===== config.mk =====
export PLATFORM = sky130hd
export DESIGN_NAME = mips32_fetch_queue
export DESIGN_NICKNAME = d
export VERILOG_FILES = /design/src/rtl/mips32_fetch_queue.sv
export SDC_FILE = /design/constraint.sdc
export NUM_CORES = 1
export LEC_CHECK = 0
export CAP_MARGIN = 15
export CORE_AREA = 4 4 192 194
export CTS_CLUSTER_DIAMETER = 30
export DETAILED_ROUTE_END_ITERATION = 8
export DIE_AREA = 0 0 196 198
export PLACE_DENSITY = 0.7
export SYNTH_ARGS = -nofsm -noshare
export SYNTH_HDL_FRONTEND = slang
export SYNTH_SLANG_ARGS = --single-unit

===== constraint.sdc =====
create_clock -name clk -period 8 [get_ports clk]
set_clock_uncertainty 0.05 [all_clocks]
set_input_delay 1.6 -clock clk [delete_from_list [all_inputs] [get_ports clk]]
set_output_delay 1.6 -clock clk [all_outputs]
set_load 0.1 [all_outputs]

===== src/rtl/mips32_fetch_queue.sv =====
// MIPS32 fetch front end: PC generation, sync-read imem requests,
// prefetch FIFO and {IR,NPC} valid/ready hand-off to the ID stage.
//
// Ports:
//   clk, rst        clock, synchronous active-high reset
//   imem_req/addr   word-address read request (PC[AW-1:0])
//   imem_rdata      instruction word, valid 1 cycle after imem_req
//   redirect_valid  taken branch from EX/MEM, refetch from redirect_pc
//   halt            HLT retired, stop fetching until reset
//   id_valid/ready  handshake with ID; id_ir/id_npc are the FIFO head
module mips32_fetch_queue #(
  parameter int          DEPTH    = 4,
  parameter logic [31:0] RESET_PC = 32'h0,
  parameter int          AW       = 10
) (
  input  logic          clk,
  input  logic          rst,
  output logic          imem_req,
  output logic [AW-1:0] imem_addr,
  input  logic [31:0]   imem_rdata,
  input  logic          redirect_valid,
  input  logic [31:0]   redirect_pc,
  input  logic          halt,
  output logic          id_valid,
  output logic [31:0]   id_ir,
  output logic [31:0]   id_npc,
  input  logic          id_ready
);

  localparam int PW = $clog2(DEPTH);
  localparam int CW = PW + 1;

  typedef enum logic [1:0] {
    IDLE   = 2'd0,
    RUN    = 2'd1,
    HALTED = 2'd2
  } state_t;

  state_t        state;
  logic [31:0]   pc;
  logic [31:0]   req_pc;
  logic          inflight;
  logic [PW-1:0] wptr;
  logic [PW-1:0] rptr;
  logic [CW-1:0] count;
  logic [CW-1:0] occ;
  logic [31:0]   ir_q  [DEPTH];
  logic [31:0]   npc_q [DEPTH];

  logic flush;
  logic issue;
  logic push;
  logic pop;

  // A redirect empties the queue; the response in flight during the
  // redirect cycle belongs to the old path and is dropped with it.
  assign flush = redirect_valid && (state != HALTED);

  // Space is reserved for the outstanding response, so the queue can
  // never be pushed while full.
  assign occ   = count + CW'(inflight);
  assign issue = (state == RUN) && !redirect_valid && !halt &&
                 (occ < CW'(DEPTH));
  assign push  = inflight && !flush;
  assign pop   = id_valid && id_ready && !flush;

  assign imem_req  = issue;
  assign imem_addr = pc[AW-1:0];

  assign id_valid = (count != '0);
  assign id_ir    = id_valid ? ir_q[rptr]  : 32'h0;
  assign id_npc   = id_valid ? npc_q[rptr] : 32'h0;

  always_ff @(posedge clk) begin
    if (rst) begin
      state    <= IDLE;
      pc       <= RESET_PC;
      req_pc   <= 32'h0;
      inflight <= 1'b0;
      wptr     <= '0;
      rptr     <= '0;
      count    <= '0;
    end else begin
      unique case (state)
        IDLE:    state <= RUN;
        RUN:     if (halt && !redirect_valid) state <= HALTED;
        HALTED:  state <= HALTED;
        default: state <= IDLE;
      endcase
      inflight <= issue;
      if (flush) begin
        pc    <= redirect_pc;
        wptr  <= '0;
        rptr  <= '0;
        count <= '0;
      end else begin
        if (issue) begin
          pc     <= pc + 32'd1;
          req_pc <= pc;
        end
        if (push) wptr <= wptr + PW'(1);
        if (pop)  rptr <= rptr + PW'(1);
        count <= count + CW'(push) - CW'(pop);
      end
    end
  end

  always_ff @(posedge clk) begin
    if (push) begin
      ir_q[wptr]  <= imem_rdata;
      npc_q[wptr] <= req_pc + 32'd1;
    end
  end

  a_no_overflow: assert property (
    @(posedge clk) disable iff (rst)
    !(push && !pop && count == CW'(DEPTH))
  );

endmodule

==> results.txt <==
Asr flop ratio synth - 0
Maxcap violations - 0
Core footprint - 35200 um^2
Slew @ Worst Pin - 1.13 ns
Final hold violations - 0
Slowest cell on crit path - clkdlybuf4s50_1
CP top delay family - buffers and inverters
CP dominant cell by count - clkdlybuf4s50_1
Final setup margin - 2.11 ns
RSZ-0062 raised after global routing - false
Overall routed net length - 29600 um
Commonest register cell after synthesis - edfxtp_1
PostCTS Resize Cnt - 0
Highest clock rate - 0.170 GHz
Via count - 8412
Crit path max fanout - 58
Synth top area share - 0.555
Register area - 9210 um^2
Most common cell in the netlist - edfxtp_1
Number of enable flip-flop cells after synthesis - 256
Type of origin of the critical path - primary input
Antenna viol nets, final - 0
Final Core Density - 0.507
Area Overhead vs Synth - 28.9%
Hold Crit Class - register to register
CP arrival - 4.24 ns
Yosys top cell by area - edfxtp_1
Power per standard cell area - 278 nW/um^2
Distinct cell type count after synthesis - 56
Warnings, synthesis - 0
Non-Filler Instances - 1623
Via density per instance - 5.18
Syn Nets - 1030
WL per Instance - 18.2 um
I/O pin cnt - 145
Drt drc - 0
Max incr delay on CP - 1.14 ns
Dpl hpwl - 17600 um
Overflow after GRT - 0
Relative slew slack - 0.245
# Post-CTS Setup Buffers - 0
Initial antenna violation count - 0
Crit path from - redirect_valid
Final period util - 0.736
CTS Buf Count - 66
Pwr Total - 0.00497 W
Share of cells above drive strength 1 - 0.170
CP Cell Sequence - clkdlybuf4s50_1 > nor4bb_1 > mux2i_4 > buf_4 > inv_2 > clkdlybuf4s50_1
Footprint of the multi-input gates - 4290 um^2
CTS tree - done
Total inserted antenna cells - 0
DRT iter0 DRCs - 573
Pin count of the biggest net entering global routing - 69
# hold bufs at CTS - 0
Max Slew Vio Count - 0
Routability cong. - 0.805
Place WS - 2.09 ns
First-pass GRT wire length - 47400 um
Clock Pin Slew Worst Setup and Hold Paths - 0.05 ns
Seq/Total Area, Yosys - 0.665
Worst hold stages - 2
I/O Buffers - 144
Gr usage total - 0.153
Seq cells post-synth - 332
Min Tclk post-route - 5.89 ns
Drt pass-1 iters - 5
Root Driver - clkbuf_16
Synth Area per Inst - 14.6 um^2
CTS H-tree depth - 3
Buf/Inv on CP - 4
Die W - 196 um
Std cell rows - 69
Worst reg-to-reg path cell count - 8
Sum of negative setup slack - 0 ns
Synth area leaders - edfxtp_1, dfxtp_1, mux4_2
Placed Cells - 1505
Status - completed
CP Class - primary input to output pin
Clk_lat worst skew - 0.54 ns
Vias in the first global route - 8676
Number of cells produced by synthesis - 949
Initial Util - 0.393
Total die area - 38800 um^2
Die Height - 198 um
Netlist Area Pre-Place - 13800 um^2
CP endpoint kind - output pin
Count of final setup violators - 0
Filler cell count - 2983
Data required time of the critical path - 6.35 ns
Nets - 1193
Hold path start - req_pc[31]
Bufs on Longest Clock Path - 3
WP depth - 6
Peak supply drop - 0.211 mV
Leakage power - 5.90 nW
Synth cell count leaders - edfxtp_1, nand2_1, dfxtp_1, and2_1, mux4_2
Worst r2r src - inflight
Sink Count - 332
==> placed cells by master, fill, tap and decap left out, drive strengths merged, types with 2 or more instances in the layout <==
master         synthesis  routed
o21ai                 12      12
a31o                   2       2
a31oi                 22      22
a22oi                  3       3
nand4                 23      23
clkbuf                32      82
or3                   11      11
nor3                   5       5
or2                    2       2
a21oi                 49      49
mux2i                  2       2
xor2                  11      11
clkinv                 0      16
bufinv                 0       6
clkdlybuf4s50          0     143
mux2                   5       5
and2                  67      67
nand3                 27      27
nand4b                 2       2
ha                    11      11
a2bb2oi                2       2
inv                   16      23
clkinvlp               0       7
nand2                109     109
xnor2                 25      25
dfxtp                 76      76
nor2                  36      36
o211ai                 6       6
nand2b                 5       5
buf                   29      13
edfxtp               256     256
nor4                   2       2
or4                    2       2
mux4                  64      64
and3                  16      16
and4                   6       6
==> path summary, 6_finish.rpt <==
check               endpoint  slack, ns
hold / removal    req_pc[31]       0.42
setup / recovery    imem_req       2.11
setup reg to reg       pc[9]       4.61
hold reg to reg   req_pc[31]       0.42
==> power by group <==
group	leakage [nW]	switching [W]	total [W]	internal, W
combinational	1.87	0.000266	0.000392	0.000125
clock	1.05	0.000862	0.00263	0.00177
sequential	2.98	0.0000476	0.00195	0.00190
==> layout make-up <==
class,count,area share
Sequential cell,332,0.516
Multi-Input combinational cell,540,0.240
Clock buffer,82,0.0993
Timing Repair Buffer,156,0.0855
Tap cell,461,0.0323
Clock inverter,36,0.0230
Inverter,16,0.00336
==> layer usage <==
layer,share of wire,track usage,up-vias
li1,-,-,3937
met1,0.44,0.210,4129
met2,0.47,0.245,293
met3,0.066,0.0352,53
met4,0.022,0.0478,0
met5,0,0,-
==> logic make-up after synthesis <==
family	synth area share
flops	0.665
simple gates	0.120
compound gates	0.0449
buf+inv	0.0266
mux	0.110
xor+xnor	0.0228
fa+ha+maj	0.0114
==> worst register-to-register path, delay by kind of cell, from the launching register on <==
family / cells / cell delay (ns)
buffers and inverters: 3 / 0.87
AND/OR/NAND/NOR: 2 / 1.21
AO/OA/AOI/OAI: 2 / 0.48
flip-flops: 1 / 0.45
multiplexers: 1 / 0.24
==> registers in the layout (all words and copies together) (netlist names), named ones only <==
register,cells
npc_q,128
state,2
pc,32
inflight,1
wptr,2
count,3
rptr,2
req_pc,32
ir_q,128
==> stage by stage <==
| stage | hold slack (ns) | cell area [um^2] |
|---|---|---|
| 3_5_place_dp | 0.418 | 15700 |
| 6_report | 0.416 | 17900 |
| 3_3_place_gp | 0.414 | 15700 |
| 5_1_grt | 0.436 | 17900 |
| 2_1_floorplan | 0.399 | 13800 |
| 4_1_cts | 0.419 | 17900 |
No activity file was read; power rests on OpenSTA's default activity.
